===== src/rtl/gas_alarm_ctrl.sv =====
// Multi-channel gas-sensor alarm front end: per-channel 2-FF synchroniser, persistence
// debounce FSM, and live / sticky / rising-edge alarm flags with acknowledge.
module gas_alarm_ctrl #(
  parameter int CH         = 4,
  parameter int DEB_CYC    = 50000,
  parameter int ACTIVE_LOW = 1
) (
  input  logic          clk,
  input  logic          rst_n,
  input  logic [CH-1:0] DO,
  input  logic [CH-1:0] en,
  input  logic          ack,
  output logic [CH-1:0] gas_signal,
  output logic [CH-1:0] gas_latch,
  output logic [CH-1:0] gas_rise,
  output logic          gas_any
);

  localparam int            CW        = $clog2(DEB_CYC + 1);
  localparam logic [CW-1:0] DEB_LAST  = CW'(DEB_CYC);
  localparam logic          INACT_LVL = (ACTIVE_LOW != 0);
  localparam logic          ACT_LVL   = ~INACT_LVL;

  typedef enum logic [1:0] {
    IDLE,
    ASSERT_WAIT,
    ACTIVE,
    RELEASE_WAIT
  } state_t;

  logic [CH-1:0] sync1_q, sync2_q, s_act;

  // A disabled channel's synchroniser is held at the inactive level, so re-enabling
  // pays the full synchroniser plus debounce latency again.
  // NOTE: sequential state uses non-blocking (<=) so every flop samples pre-edge values.
  always_ff @(posedge clk or negedge rst_n) begin
    if (!rst_n) begin
      sync1_q <= {CH{INACT_LVL}};
      sync2_q <= {CH{INACT_LVL}};
    end else begin
      sync1_q <= (DO & en)      | ({CH{INACT_LVL}} & ~en);
      sync2_q <= (sync1_q & en) | ({CH{INACT_LVL}} & ~en);
    end
  end

  assign s_act   = ~(sync2_q ^ {CH{ACT_LVL}}) & en;
  assign gas_any = |gas_latch;

  for (genvar g = 0; g < CH; g++) begin : g_ch
    state_t        state_q, state_d;
    logic [CW-1:0] cnt_q, cnt_d, cnt_inc;
    logic          sig_q, sig_d;
    logic          latch_q, latch_d;
    logic          rise_q, rise_d;

    assign cnt_inc = cnt_q + 1'b1;

    // NOTE: every always_comb output gets a default first so no latch is inferred.
    always_comb begin
      state_d = state_q;
      cnt_d   = cnt_q;
      if (!en[g]) begin
        state_d = IDLE;
        cnt_d   = '0;
      end else begin
        unique case (state_q)
          IDLE: if (s_act[g]) begin
            if (DEB_CYC == 1) state_d = ACTIVE;
            else begin
              state_d = ASSERT_WAIT;
              cnt_d   = CW'(1);
            end
          end
          ASSERT_WAIT: begin
            if (!s_act[g]) begin
              state_d = IDLE;
              cnt_d   = '0;
            end else if (cnt_inc == DEB_LAST) begin
              state_d = ACTIVE;
              cnt_d   = '0;
            end else begin
              cnt_d = cnt_inc;
            end
          end
          ACTIVE: if (!s_act[g]) begin
            if (DEB_CYC == 1) state_d = IDLE;
            else begin
              state_d = RELEASE_WAIT;
              cnt_d   = CW'(1);
            end
          end
          RELEASE_WAIT: begin
            if (s_act[g]) begin
              state_d = ACTIVE;
              cnt_d   = '0;
            end else if (cnt_inc == DEB_LAST) begin
              state_d = IDLE;
              cnt_d   = '0;
            end else begin
              cnt_d = cnt_inc;
            end
          end
          default: begin
            state_d = IDLE;
            cnt_d   = '0;
          end
        endcase
      end
    end

    // A rise always implies sig_q is 0, so letting it override the ack clear gives set-wins.
    assign sig_d   = (state_d == ACTIVE) || (state_d == RELEASE_WAIT);
    assign rise_d  = en[g] & sig_d & ~sig_q;
    assign latch_d = en[g] & (rise_d | (latch_q & ~(ack & ~sig_q)));

    always_ff @(posedge clk or negedge rst_n) begin
      if (!rst_n) begin
        state_q <= IDLE;
        cnt_q   <= '0;
        sig_q   <= 1'b0;
        latch_q <= 1'b0;
        rise_q  <= 1'b0;
      end else begin
        state_q <= state_d;
        cnt_q   <= cnt_d;
        sig_q   <= sig_d;
        latch_q <= latch_d;
        rise_q  <= rise_d;
      end
    end

    assign gas_signal[g] = sig_q;
    assign gas_latch[g]  = latch_q;
    assign gas_rise[g]   = rise_q;
  end

endmodule


===== config.mk =====
export PLATFORM = sky130hd
export DESIGN_NAME = gas_alarm_ctrl
export DESIGN_NICKNAME = d
export VERILOG_FILES = /design/src/rtl/gas_alarm_ctrl.sv
export SDC_FILE = /design/constraint.sdc
export NUM_CORES = 1
export LEC_CHECK = 0
export CAP_MARGIN = 0
export CORE_MARGIN = 2
export CORE_UTILIZATION = 61
export DETAILED_ROUTE_END_ITERATION = 7
export PLACE_DENSITY = 0.77
export SLEW_MARGIN = 25
export SYNTH_ARGS = -nofsm -noshare
export SYNTH_HDL_FRONTEND = slang
export SYNTH_SLANG_ARGS = --single-unit

===== constraint.sdc =====
create_clock -name clk -period 2.8 [get_ports clk]
set_clock_uncertainty 0.05 [all_clocks]
set_input_delay 0.28 -clock clk [delete_from_list [all_inputs] [get_ports clk]]
set_output_delay 0.28 -clock clk [all_outputs]
set_load 0.02 [all_outputs]

## Word level (Yosys, flattened, before mapping)

Index checks and enable logic that the tools add are counted.

- ROM bits: 0
- Latch bits: 0
- Bits in writable memories: 0
- Output and inout port bits: 13
- Logic and storage cells: 170
- Flip-flop bits (word level): 92
- Memories: 0
- Bits of input ports: 11

- Equal/unequal tests: 32
- Add/sub/neg operators: 4
- Div/mod/pow operators: 0
- Bitwise operators: 39
- Shift-type cells: 0
- Multipliers: 0
- Mux-type cells: 60
- Order comparisons: 0
- Reduce and logical (&&, ||, !) cells: 13

Operators with widths:

| kind | number |
|---|---|
| $mux W16 | 24 |
| $pmux W16 S4 | 4 |
| $add A16 B1 Y16 const B | 4 |
| $eq A16 B16 Y1 const B | 4 |
| $mux W2 | 28 |
| $eq A2 B2 Y1 const B | 16 |
| $pmux W2 S4 | 4 |
| $ne A3 B3 Y1 const B | 8 |
| $and A1 B1 Y1 | 20 |
| $and A4 B4 Y4 | 3 |
| $eq A2 B1 Y1 const B | 4 |
| $logic_not A2 Y1 | 4 |
| $not A1 Y1 | 8 |
| $not A4 Y4 | 2 |
| $or A4 B4 Y4 | 2 |
| $reduce_and A2 Y1 | 4 |
| $logic_or A1 B1 Y1 | 4 |
| $or A1 B1 Y1 | 4 |
| $reduce_or A4 Y1 | 1 |

## Logic depth before layout (Yosys ltp)

- Word-level depth: 12
- Depth in mapped cells: 10
- Mapped depth without buffers: 8

## Worst setup path after synthesis

OpenSTA, ideal clock, no wires.

- Path type: register to register
- Start: reg g_ch[0].cnt_q[0]
- End: reg g_ch[0].latch_q
- Data required time: 2.620 ns
- Stages on the path, launching flop included: 9
- Arrival time: 2.340 ns
- Clock period less this slack: 2.520 ns
- Path buffers: 0
- Setup slack: 0.280 ns
- Setup time: 0.130 ns
- Cell sequence: dfrtp_1 ha_1 and2_1 nand4_4 or3b_4 a2111oi_4 and3_4 mux2i_1 o31ai_2

- Cells in the longest elaborated chain, start to end: 12
- Elaborated cells between the ends (all ways): 15
- Those cells by class: 1 x add/sub; 3 x eq/ne; 6 x mux; 4 x bitwise; 1 x reduce/logical

RTL lines:

| item | line | RTL |
|---|---|---|
| start, declared | 51 | `logic [CW-1:0] cnt_q, cnt_d, cnt_inc;` |
| start signal, assigned | 125 | `cnt_q <= cnt_d;` |
| $add A16 B1 Y16 (*) | 56 | `assign cnt_inc = cnt_q + 1'b1;` |
| $eq A16 B16 Y1 (*) | 78, 96 |  |
| $mux W2, on equally long branches | 96, 78 |  |
| $mux W2, on equally long branches | 93, 75 |  |
| $pmux W2 S4 (*) | 66 | `unique case (state_q)` |
| $mux W2 (*) | 62 | `if (!en[g]) begin` |
| $eq A2 B2 Y1 | 112 | `assign sig_d = (state_d == ACTIVE) \|\| (state_d == RELEASE_WAIT);` |
| $logic_or A1 B1 Y1 (*) | 112 |  |
| $and A1 B1 Y1 (*) (2 in series) | 113 | `assign rise_d = en[g] & sig_d & ~sig_q;` |
| $or A1 B1 Y1 (*) | 114 | `assign latch_d = en[g] & (rise_d \| (latch_q & ~(ack & ~sig_q)));` |
| $and A1 B1 Y1 (*) | 114 |  |
| net g_ch[0].latch_d | 53 | `logic latch_q, latch_d;` |
| end signal, assigned | 127 | `latch_q <= latch_d;` |
| end, declared | 53 |  |

Mark *: on every way through the listed nets, which the timed path passes. The rest lies on a longest branch.
A chain may end at the register's enable or synchronous reset.

## Worst setup path after layout

- Start: reg g_ch[2].cnt_q[9]
- End: reg g_ch[2].cnt_q[9]

- Cells in the longest elaborated chain, start to end: 6
- Elaborated cells between the ends (all ways): 7
- Those cells by class: 1 x add/sub; 1 x eq/ne; 5 x mux

RTL lines:

| item | line |
|---|---|
| start, declared | 51 |
| start signal, assigned | 125 |
| $add A16 B1 Y16 (*) | 56 |
| $eq A16 B16 Y1 | 78, 96 |
| $mux W16 (*) | 78, 96 |
| $mux W16, on equally long branches | 93, 75 |
| $pmux W16 S4 (*) | 66 |
| $mux W16 (*) | 62 |

Every way passes the cells marked *; elsewhere a longest branch is shown, timed or not.

==> impl_metrics.tcl <==
set metrics [dict create \
    ys_ff_latch 92 \
    critPathLaunchType "flip-flop" \
    cts_root_buf "clkbuf_8" \
    die_area_um2 9350 \
    wirelength_um 11400 \
    fin_area_um2 5730 \
    r2r_slack_ns 0.14 \
    min_from "DO[3]" \
    dpl.hpwl_um 7910 \
    io_pins 24 \
    synthesis.nets 589 \
    syn_inst 574 \
    die_h_um 96.7 \
    drc 0 \
    synthTopCellsByArea "dfrtp_1 40%, nand2_1 5.0%, nand3_1 4.6%, o21ai_0 4.3%, dfstp_2 4.0%" \
    cap_viol_max_count 0 \
    grt_antenna_before_repair 0 \
    cts_made_buffers 9 \
    min_period_ns 2.66 \
    regArea_um2 2310 \
    gp_congestion 0.903 \
    io_buffers 23 \
    cts_sinks 92 \
    fillerInstances 690 \
    met1_usage 0.354 \
    slew_headroom 0.503 \
    cp.arrival_ns 2.86 \
    synth_largest_area_cell "dfrtp_1" \
    drv_slew 0 \
    area_delta_synth_final_pct 9.36 \
    power.leakage_nw 2.47 \
    setup_viol_count_final 0 \
    dieWidth_um 96.7 \
    use_met3 0.0332 \
    synth_flop_cell "dfrtp_1" \
    peakVddDrop_uv 279 \
    drive_gt1_frac 0.0863 \
    track_usage 0.253 \
    rows 33 \
    cts_tree "built" \
    global_route.usage.met2 0.405 \
    vias 4374 \
    synth-edff-count 0 \
    coreArea_um2 8260 \
    ys_async_sr_fraction 1.00 \
    r2r-start "g_ch[2].cnt_q[9]$_DFFE_PN0P_" \
    ys_types 60 \
    worstMarginPinSlew_ns 0.743 \
    yosysMostFrequentCell "dfrtp_1" \
    grt_overflow_total 0 \
    routedWlPerCell_um 16.4 \
    multi_input_area_um2 2690 \
    postRouteAntennaNets 0 \
    cts_setup_buffers 0 \
    required_ns 3.00 \
    syn_area_um2 5240 \
    outcome "finished clean" \
    min_to "sync1_q[3]$_DFF_PN1_" \
    fin_total_pwr_w 0.00235 \
    worstRegToRegCells 7 \
    finalHoldViolations 0 \
    regToRegEndpoint "g_ch[2].cnt_q[9]$_DFFE_PN0P_" \
    antenna_cells 0 \
    cts_buffer_depth 2 \
    drt_first_pass_iters 4 \
    grt_max_degree 93 \
    max_freq_ghz 0.376 \
    yosysTopAreaCellShare 0.401 \
    htreeDepth 3 \
    critPathMaxFanout 8 \
    cp-end-kind "flip-flop" \
    worstHoldPathType "in2reg" \
    grt_pass1_wl_um 20100 \
    hold_depth 2 \
    dpl-instance-area_um2 5520 \
    grt-busiest-layer "met2" \
    yosysSeqAreaShare 0.441 \
    synth_warnings 0 \
    synth_common_cells "84 x dfrtp_1, 70 x nand2_1, 48 x nand3_1" \
    crit_type "reg2reg" \
    clk_pin_slew_ns 0.09 \
    nets 601 \
    grt_pass1_vias 4303 \
    insertion_delay_ns 0.36 \
    finalCritPeriodShare 0.950 \
    power_density_nw_per_um2 411 \
    syn_avg_cell_area_um2 9.13 \
    first_iter_violations 192 \
    start_util 0.635 \
    vias_per_cell 6.28 \
]
==> per-layer routing <==
metal	wire length (um)	vias up
met1	5230	2120
li1	-	2112
met4	221	0
met5	0	-
met3	466	23
met2	5520	119
==> metrics by stage <==
step | setup WS [ns] | utilization | TNS, ns | std cells | hold WS (ns)
6_report | 0.139 | 0.694 | 0 | 696 | 0.403
5_1_grt | -0.0663 | 0.694 | -0.104 | 696 | 0.404
4_1_cts | 0.145 | 0.692 | 0 | 696 | 0.384
3_5_place_dp | 0.145 | 0.668 | 0 | 679 | 0.312
3_3_place_gp | 0.237 | 0.668 | 0 | 679 | 0.308
2_1_floorplan | 0.280 | - | 0 | 574 | -0.0656
==> worst max-delay path by stage <==
stage	cells after the start	start	to	slack, ns
after global routing	7	g_ch[2].cnt_q[9]$_DFFE_PN0P_	g_ch[2].latch_q$_DFF_PN0_	-0.07
after floorplan	8	g_ch[0].cnt_q[0]$_DFFE_PN0P_	g_ch[0].latch_q$_DFF_PN0_	0.28
final	7	g_ch[2].cnt_q[9]$_DFFE_PN0P_	g_ch[2].cnt_q[9]$_DFFE_PN0P_	0.14
after detailed placement	7	g_ch[0].cnt_q[8]$_DFFE_PN0P_	g_ch[0].latch_q$_DFF_PN0_	0.14
after global placement	8	g_ch[0].cnt_q[1]$_DFFE_PN0P_	g_ch[0].latch_q$_DFF_PN0_	0.24
after CTS	8	g_ch[0].cnt_q[1]$_DFFE_PN0P_	g_ch[0].latch_q$_DFF_PN0_	0.14
==> cell families after synthesis <==
logic type,synth area share
compound gates,0.167
fa+ha+maj,0.00955
simple gates,0.272
buf+inv,0.0492
flops,0.441
xor+xnor,0.0434
mux,0.0172
==> cell usage in the layout (no fill, tap or decap), types with 4 or more instances in the layout <==
cell,synthesis,layout
o211a_1,4,4
nand2b_1,12,12
buf_4,13,13
a21o_1,9,9
inv_1,17,17
o211ai_1,6,6
nor3_1,12,12
nand4_1,14,14
a21oi_1,16,15
xor2_1,8,8
a31oi_1,8,8
nor3b_1,4,4
nand2_1,70,70
ha_1,4,4
mux2i_1,9,8
clkdlybuf4s50_1,0,22
nor2b_1,4,4
and3_1,20,20
nor4_1,8,7
and2_1,6,7
o21ai_0,45,45
or3_1,6,6
nor2_1,24,24
o311ai_0,7,7
dfrtp_1,84,84
nand3_1,48,48
clkbuf_8,0,9
nand4b_1,5,5
o31ai_1,7,7
a22o_1,8,8
xnor2_1,18,18
and4_1,5,5
dfstp_2,8,8
nand3b_1,7,7
==> power by group <==
part           switching, W  internal [W]  total (W)  leakage (nW)
Sequential       0.00000847       0.00134    0.00135          1.26
Clock              0.000478      0.000414   0.000892        0.0927
Combinational     0.0000701     0.0000428   0.000113          1.12
Total              0.000557       0.00180    0.00235          2.47
==> worst max-delay path: stages, from the launching register on <==
cell     delay [ns]
dfrtp_1        0.52
nand4_2        0.23
nor4_1         0.48
xor2_1         0.17
nor4b_4        0.40
a21o_1         0.33
nor3b_1        0.09
a221o_1        0.27
==> flip-flops by register name, summed over array words and instances (netlist names) <==
name          flops
g_ch.rise_q       4
g_ch.state_q      8
g_ch.sig_q        4
sync1_q           4
g_ch.latch_q      4
sync2_q           4
g_ch.cnt_q       64
==> repair_timing <==
action / 4_1_cts / 5_1_grt
gates resized for setup: 0 / 4
endpoints found under the setup margin: 0 / 7
endpoints found under the hold margin: 84 / 0
hold buffers: 1 / 0
==> cell type report <==
class / count / area share
Inverter: 17 / 0.0111
Clock buffer: 10 / 0.0223
Tap cell: 105 / 0.0229
Timing Repair Buffer: 37 / 0.0607
Clock inverter: 6 / 0.0111
Multi-Input combinational cell: 429 / 0.468
Sequential cell: 92 / 0.403
(Power assumes the default switching activity.)
